$ cat src/rtl/btn_event_queue.sv
// rtl/btn_event_queue.sv - debounced push-button press detector feeding a show-ahead event FIFO
// Each button is synchronised, debounced and edge-detected; presses become 3-bit codes popped by the CPU.
module btn_event_queue #(
   parameter int NBTN       = 5,
   parameter int DEB_CYCLES = 16,
   parameter int DEPTH      = 4
) (
   input  logic            clk,
   input  logic            rst,
   input  logic [NBTN-1:0] btn,
   input  logic            rd_en,
   input  logic            ovf_clr,
   output logic            ev_valid,
   output logic [2:0]      ev_code,
   output logic [2:0]      ev_count,
   output logic            ev_ovf
);

   localparam int DW = (DEB_CYCLES > 1) ? $clog2(DEB_CYCLES) : 1;
   localparam int PW = (DEPTH > 1) ? $clog2(DEPTH) : 1;
   localparam int CW = PW + 1;

   logic [NBTN-1:0] s1_q, s1_d, s2_q, s2_d;
   logic [NBTN-1:0] deb_q, deb_d, deb_prev_q, deb_prev_d;
   logic [DW-1:0]   cnt_q [NBTN];
   logic [DW-1:0]   cnt_d [NBTN];
   logic [2:0]      mem_q [DEPTH];
   logic [2:0]      mem_d [DEPTH];
   logic [PW-1:0]   wr_ptr_q, wr_ptr_d, rd_ptr_q, rd_ptr_d;
   logic [CW-1:0]   count_q, count_d;
   logic            ovf_q, ovf_d;

   logic [NBTN-1:0] rise;
   logic [2:0]      push_code;
   logic            do_pop, do_push, full, clash, ovf_set;

   always_comb begin
      s1_d       = btn;
      s2_d       = s1_q;
      deb_d      = deb_q;
      deb_prev_d = deb_q;
      for (int i = 0; i < NBTN; i++) begin
         cnt_d[i] = '0;
         if (s2_q[i] != deb_q[i]) begin
            if (cnt_q[i] == DW'(DEB_CYCLES - 1)) begin
               deb_d[i] = s2_q[i];
            end else begin
               cnt_d[i] = cnt_q[i] + DW'(1);
            end
         end
      end
   end

   // Presses come from the registered debounced level, adding the one enqueue cycle of latency.
   always_comb begin
      rise      = deb_q & ~deb_prev_q;
      push_code = 3'd0;
      for (int i = NBTN - 1; i >= 0; i--) begin
         if (rise[i]) push_code = 3'(i + 1);
      end
      clash   = |(rise & (rise - NBTN'(1)));
      full    = (count_q == CW'(DEPTH));
      do_pop  = rd_en && (count_q != '0);
      do_push = (|rise) && (!full || do_pop);
      ovf_set = clash || ((|rise) && full && !do_pop);

      mem_d = mem_q;
      if (do_push) mem_d[wr_ptr_q] = push_code;
      wr_ptr_d = do_push ? wr_ptr_q + PW'(1) : wr_ptr_q;
      rd_ptr_d = do_pop  ? rd_ptr_q + PW'(1) : rd_ptr_q;
      count_d  = count_q;
      if (do_push && !do_pop) count_d = count_q + CW'(1);
      if (do_pop && !do_push) count_d = count_q - CW'(1);

      ovf_d = ovf_clr ? 1'b0 : (ovf_q | ovf_set);
   end

   always_ff @(posedge clk or posedge rst) begin
      if (rst) begin
         s1_q       <= '0;
         s2_q       <= '0;
         deb_q      <= '0;
         deb_prev_q <= '0;
         for (int i = 0; i < NBTN; i++) cnt_q[i] <= '0;
         for (int j = 0; j < DEPTH; j++) mem_q[j] <= '0;
         wr_ptr_q   <= '0;
         rd_ptr_q   <= '0;
         count_q    <= '0;
         ovf_q      <= 1'b0;
      end else begin
         s1_q       <= s1_d;
         s2_q       <= s2_d;
         deb_q      <= deb_d;
         deb_prev_q <= deb_prev_d;
         for (int i = 0; i < NBTN; i++) cnt_q[i] <= cnt_d[i];
         for (int j = 0; j < DEPTH; j++) mem_q[j] <= mem_d[j];
         wr_ptr_q   <= wr_ptr_d;
         rd_ptr_q   <= rd_ptr_d;
         count_q    <= count_d;
         ovf_q      <= ovf_d;
      end
   end

   assign ev_valid = (count_q != '0);
   assign ev_code  = ev_valid ? mem_q[rd_ptr_q] : 3'd0;
   assign ev_count = 3'(count_q);
   assign ev_ovf   = ovf_q;

endmodule

$ cat config.mk
export PLATFORM = sky130hd
export DESIGN_NAME = btn_event_queue
export DESIGN_NICKNAME = d
export VERILOG_FILES = /design/src/rtl/btn_event_queue.sv
export SDC_FILE = /design/constraint.sdc
export NUM_CORES = 1
export LEC_CHECK = 0
export ABC_AREA = 1
export BUFFER_PORTS_ARGS = -buffer_cell sky130_fd_sc_hd__buf_2
export CAP_MARGIN = 20
export CELL_PAD_IN_SITES_DETAIL_PLACEMENT = 1
export CELL_PAD_IN_SITES_GLOBAL_PLACEMENT = 2
export CORE_MARGIN = 2
export CORE_UTILIZATION = 39
export CTS_BUF_LIST = sky130_fd_sc_hd__clkbuf_16
export DETAILED_ROUTE_END_ITERATION = 10
export GPL_TIMING_DRIVEN = 1
export HOLD_SLACK_MARGIN = 0.1
export PLACE_DENSITY = 0.79
export SYNTH_ARGS = -nofsm -noshare
export SYNTH_HDL_FRONTEND = slang
export SYNTH_SLANG_ARGS = --single-unit
$ cat constraint.sdc
create_clock -name clk -period 2.59 [get_ports clk]
set_clock_uncertainty 0.05 [all_clocks]
set_input_delay 0.3885 -clock clk [delete_from_list [all_inputs] [get_ports clk]]
set_output_delay 0.3885 -clock clk [all_outputs]
set_load 0.05 [all_outputs]
==> summary.md, run 1 <==
| Metric | Value |
|---|---|
| Detail Placement HPWL | 3460 um |
| Netlist Area Pre-Place | 2660 um2 |
| Crit-path max FO | 5 |
| First drt pass iteration count | 4 |
| Met3 global-route usage | 0.0429 |
| Synth Instances | 259 |
| Met1 GRT Util | 0.198 |
| FF+latch count, synth | 60 |
| Max_slew headroom | 0.564 |
| Die width | 86.5 um |
| Die height | 86.5 um |
| H-tree levels | 3 |
| Number of setup violations in the final report | 0 |
| Via count of the first global-routing pass | 1,984 |
| M2 GR Usage | 0.257 |
| Reg2reg path depth | 10 |
| Fillers | 779 |
| Max Slew Vio Count | 0 |
| Largest net degree at the start of global routing | 32 |
| Status | complete, no violations |
| CORE AREA | 6680 um2 |
| Peak supply drop | 452 uV |
| Syn_nets | 279 |
| Cell Rows | 30 |
| Design area | 3130 um2 |
| Yosys cell types | 28 |
| Nets | 306 |
| Crit path required time | 2.73 ns |
| Placer Congestion | 0.710 |
| Commonest non-fill, non-tap cell in the layout | dfrtp_1 |
| Total power | 0.00286 W |
| Post-DR wirelength/cell | 13.0 um |
| Crit Reg-Reg Startpoint | ev_count[1]$_DFFE_PP0P_ |
| Total wire length | 4800 um |
| CP Capture Point | ev_count[2]$_DFFE_PP0P_ |
| Syn-to-layout area delta | 17.7% |
| Initial Util | 0.398 |
| Congestion Overflow GR | 0 |
| Overall routing resource usage | 0.159 |
| Initial antenna violation count | 0 |
| Slew @ Worst Pin | 0.654 ns |
| Power Density | 915 nW/um2 |
| Total CTS buffers | 9 |
| Reg2reg end | ev_count[2]$_DFFE_PP0P_ |
| DRC viols | 0 |
| Final ANT Viol Nets | 0 |
| Worst Setup End Kind | flop |
| Sequential fraction of the synthesis area | 0.565 |
| Commonest cells after routing, fill and taps aside | dfrtp_1 (60), nor2_1 (38), nand2_1 (36), inv_1 (30), buf_2 (16) |
| Setup TNS | 0 ns |
| Fin crit share | 0.849 |
| Clock Pin Slew Worst Setup and Hold Paths | 0.05 ns |
| Setup slack, reg-to-reg | 0.39 ns |
| Full die area | 7490 um2 |
| RSZ-0062 raised after global routing | no |
| Diode count | 0 |
| Final hold viol count | 0 |
| FMAX | 455 MHz |
| CTS tree | done |
| Vias | 1,774 |
| CTS sink cnt | 60 |
| Vias per inst | 4.79 |
| Hold Buf Count CTS | 0 |
| Minimum clock period | 2.20 ns |
| First-pass GRT wire length | 9070 um |
| Crit Path Category | reg -> reg |
| Most used routing layer | met2 |
| Post-DP Area | 2850 um2 |
| Worst EP arrival | 2.34 ns |
| Layout cells sized above 1 | 0.172 |
| Avg Cell Area, Syn | 10.3 um2 |
| Leakage | 1.59 nW |
| PostCTS Resize Cnt | 0 |
| DR iter-0 viols | 57 |
| Number of max-cap violations | 0 |
| Worst Setup Start Kind | flop |
| Root Buffer | clkbuf_16 |
| Clock latency on the worst-skew pair | 0.32 ns |
| Hold crit path type | in -> async |
| Worst Setup SP | ev_count[1]$_DFFE_PP0P_ |
| PortBufs | 16 |
| Setup Buffers After CTS | 0 |
| CTS Buffer Depth | 2 |
| Synth warn | 0 |
| # IOs | 17 |
-- synth_stat cells --
cell type  count  area, um2
and2_1         5       31.3
nand3b_1       1       7.51
o21ai_0       15       75.1
nor3b_4        1       18.8
nor2_2         2       12.5
o21bai_1       1       7.51
a21oi_1       10       50.1
fa_1           1       20.0
inv_2          1       3.75
nand3_4        4       70.1
o21ai_1       12       60.1
nand2_1       36        135
buf_2          1       5.00
nand2_2        5       31.3
xor2_2         1       16.3
dfrtp_1       60       1500
mux2_2         1       11.3
inv_4          1       6.26
a21oi_2        1       8.76
xor2_1        12        105
xnor2_1        1       8.76
nand2_8        2       40.0
nand3_1        7       35.0
nand2_4        1       11.3
nor2_1        38        143
nor2_4         1       11.3
inv_1         28        105
ha_1          10        125
-- kinds of logic after synthesis --
logic type | after synthesis | synth area share
buffers and inverters | 31 | 0.0452
and+or+nand+nor | 103 | 0.206
AOI/OAI and AO/OA | 39 | 0.0758
muxes | 1 | 0.00424
xor gates and xnor gates | 14 | 0.0490
DFF | 60 | 0.565
adders and majority gates | 11 | 0.0546
-- flip-flops by register name (all words and copies together) (netlist names) --
| name | cells |
|---|---|
| cnt_q | 20 |
| deb_prev_d | 5 |
| deb_prev_q | 5 |
| ev_count | 3 |
| ev_ovf | 1 |
| mem_q | 12 |
| rd_ptr_q | 2 |
| s1_q | 5 |
| s2_q | 5 |
| wr_ptr_q | 2 |
-- metal layers --
metal	share of wire	wire, um
met1	0.47	2240
met2	0.49	2330
met3	0.028	133
met4	0.018	88
met5	0	0
-- worst min path at each step --
| stage | to |
|---|---|
| after global placement | s2_q[0]$_DFF_PP0_ |
| after floorplan | s2_q[0]$_DFF_PP0_ |
| after global routing | s1_q[0]$_DFF_PP0_ |
| after detailed placement | s2_q[1]$_DFF_PP0_ |
| final | cnt_q[7]$_DFF_PP0_ |
| after CTS | s1_q[1]$_DFF_PP0_ |
-- where the power goes --
group | switching, W | internal [W]
clock network | 0.000371 | 0.000721
logic | 0.000481 | 0.000194
registers | 0.0000784 | 0.00102
total | 0.000930 | 0.00193
-- critical path: stages (launching register included) --
cell	delay, ns
dfrtp_1	0.40
nor2_2	0.14
nor3b_4	0.26
inv_4	0.12
nand2_8	0.10
ha_1	0.15
inv_1	0.07
fa_1	0.38
a21oi_1	0.15
o21ai_0	0.11
xor2_1	0.15
-- area by class of cell --
type	instances	area, um2	area share
inverters	30	115	0.0368
flip-flops and latches	60	1500	0.480
clock inverters	6	50.0	0.0160
multi-input cells	168	1030	0.331
clock buffers	9	225	0.0720
repair buffers	17	100	0.0320
well taps	80	100	0.0320
-- stage by stage --
step | worst slack (ns) | utilization | hold slack, ns | std cells
2_1_floorplan | 0.0223 | - | 0.281 | 259
3_3_place_gp | 0.459 | 0.427 | 0.283 | 355
6_report | 0.391 | 0.468 | 0.112 | 370
5_1_grt | 0.228 | 0.468 | 0.113 | 370
3_5_place_dp | 0.394 | 0.427 | 0.286 | 355
4_1_cts | 0.375 | 0.468 | 0.111 | 370
Power figures use the tool's default switching activity.
==> inputs of run 2 (changes only) <==
CORE_UTILIZATION = 35   (was 39)
PLACE_DENSITY = 0.75   (was 0.79)
clock period = 1.9 ns   (was 2.59 ns; I/O delays follow)
==> run 2 against run 1 <==
  * The flow now finishes with violations (negative setup slack)
  * Critical endpoint unchanged
  * Sequential cell count stayed put
  * Largest power group is now clock
  * Clock power is 52% higher
  * Register-to-register slack worse by 0.40 ns
  * Utilization hardly changed
  * Hold slack better by 0.050 ns
  * Critical path depth stayed put
  * Fmax is 15% higher
  * Total power is 50% higher
  * Largest cell class unchanged
  * Final cell count is 11% higher
  * Sequential power is 37% higher
  * Design area is 9.2% higher
==> summary.md, run 2 (synthesis results as in run 1) <==
| Metric | Value |
|---|---|
| PortBufs | 16 |
| Peak supply drop | 468 uV |
| Worst Setup End Kind | flop |
| Die width | 91.1 um |
| Setup TNS | -0.0103 ns |
| Total CTS buffers | 9 |
| Initial antenna violation count | 0 |
| Post-route setup slack | -0.0103 ns |
| Hold crit path type | in -> reg |
| FMAX | 523 MHz |
| Congestion Overflow GR | 0 |
| CORE AREA | 7290 um2 |
| Total wire length | 5160 um |
| Placer Congestion | 0.755 |
| Nets | 328 |
| Layout cells sized above 1 | 0.265 |
| Full die area | 8300 um2 |
| Cell Rows | 31 |
| Post-DR wirelength/cell | 12.5 um |
| RSZ-0062 raised after global routing | yes |
| CP bufs+invs | 2 |
| Number of setup violations in the final report | 1 |
| Vias | 1,833 |
| Most flops, register | cnt_q |
| Power Density | 1260 nW/um2 |
| CP delay by family, top | adder cells |
| Syn-to-layout area delta | 28.5% |
| Worst Setup SP | ev_count[1]$_DFFE_PP0P_ |
| Critical-path top delay cell | dfrtp_2 |
| Post-DP Area | 3020 um2 |
| Crit path required time | 2.04 ns |
| CP Depth | 10 |
| Crit Path Category | reg -> reg |
| Worst hold start | ovf_clr |
| Commonest cells after routing, fill and taps aside | dfrtp_1 (57), nor2_1 (38), nand2_1 (35), inv_1 (25) |
| Detail Placement HPWL | 3710 um |
| # IOs | 17 |
| Max reg flops | 20 |
| Critical Path, Cell by Cell | nor2_4 > nor3b_4 > inv_4 > nand2_8 > ha_4 > inv_2 > fa_2 > a21oi_2 > o21ai_1 > xor2_1 |
| Max_slew headroom | 0.645 |
| CTS sink cnt | 60 |
| Design area | 3410 um2 |
| Largest net degree at the start of global routing | 61 |
| Leakage | 1.71 nW |
| CTS Buffer Depth | 2 |
| Clock latency on the worst-skew pair | 0.32 ns |
| First-pass GRT wire length | 9250 um |
| Initial Util | 0.364 |
| Number of max-cap violations | 0 |
| Slew @ Worst Pin | 0.527 ns |
| Reg2reg path depth | 10 |
| H-tree levels | 3 |
| Commonest non-fill, non-tap cell in the layout | dfrtp_1 |
| Clock Pin Slew Worst Setup and Hold Paths | 0.05 ns |
| Die height | 91.1 um |
| DRC viols | 0 |
| First drt pass iteration count | 4 |
| Worst Setup Start Kind | flop |
| Hold Path Depth | 4 |
| Top flop regs | cnt_q: 20 flops, mem_q: 12 flops |
| Violated checks | negative setup slack |
| Fin crit share | 1.01 |
| Crit-path max FO | 2 |
| Placed Instances | 387 |
| Via count of the first global-routing pass | 1,992 |
| Worst path max stage delay | 0.42 ns |
| Status | finished with violations |
| Finished Layout Cells | 412 |
| Root Buffer | clkbuf_16 |
| Max Slew Vio Count | 0 |
| DR iter-0 viols | 48 |
| CTS tree | done |
| Minimum clock period | 1.91 ns |
| Final hold viol count | 0 |
| Worst EP arrival | 2.05 ns |
| Final ANT Viol Nets | 0 |
| Overall routing resource usage | 0.142 |
| Vias per inst | 4.45 |
| Diode count | 0 |
| Crit Reg-Reg Startpoint | ev_count[1]$_DFFE_PP0P_ |
run 2: cell count changes in the layout (fill, tap and decap cells not counted), moves of 2 or more:
cell,before,now
a21oi_1,10,6
a21oi_2,1,5
buf_4,0,16
clkinv_2,1,3
dfrtp_1,60,57
dfrtp_2,0,3
dlygate4sd3_1,0,6
inv_1,30,25
inv_2,2,5
o21ai_0,15,13
run 2: per-layer routing:
metal / GRT usage / vias up / share of wire
li1: - / 921 / -
met5: 0 / - / 0
met3: 0.0373 / 8 / 0.019
met1: 0.185 / 884 / 0.48
met4: 0.0682 / 0 / 0.019
met2: 0.220 / 20 / 0.48
run 2: path summary, 6_finish.rpt:
kind | endpoint | slack [ns]
setup / recovery | ev_count[2]$_DFFE_PP0P_ | -0.01
hold / removal | ev_ovf$_DFF_PP0_ | 0.16
setup reg to reg | ev_count[2]$_DFFE_PP0P_ | -0.01
hold reg to reg | s2_q[4]$_DFF_PP0_ | 0.29
max in group asynchronous | ev_count[2]$_DFFE_PP0P_ | 0.99
min in group asynchronous | s2_q[1]$_DFF_PP0_ | 0.53
run 2: cell type report:
cell class,instances,area [um2]
clock buffers,9,225
clock inverters,7,82.6
fillers,860,3880
inverters,30,115
multi-input cells,168,1080
flip-flops and latches,60,1510
well taps,99,124
repair buffers,39,280
run 2: worst min-delay path, stage by stage:
cell	delay (ns)
buf_2	0.08
inv_1	0.03
nand2_1	0.06
inv_1	0.04
run 2: report_power, final:
part           switching, W  leakage (nW)  total, W  internal [W]
clock network      0.000531         0.158   0.00166       0.00113
logic              0.000729         0.772   0.00113      0.000406
registers          0.000104         0.778   0.00149       0.00139
run 2: repair_timing:
item                       4_1_cts  5_1_grt
setup endpoints to repair        1        5
gates resized for setup          1        2
hold endpoints to repair        65        0
buffers inserted                 2        1
hold buffers                     6        0
gates cloned                     0        0
pin swaps                        2        0
run 2: metrics by stage:
step	setup slack (ns)	hold WS [ns]	total power [W]	utilization
2_1_floorplan	-0.257	0.266	0.00230	-
3_3_place_gp	0.00455	0.284	0.00257	0.414
3_5_place_dp	-0.0370	0.286	0.00260	0.414
4_1_cts	0.00114	0.145	0.00431	0.467
5_1_grt	-0.116	0.190	0.00451	0.468
6_report	-0.0103	0.162	0.00429	0.468
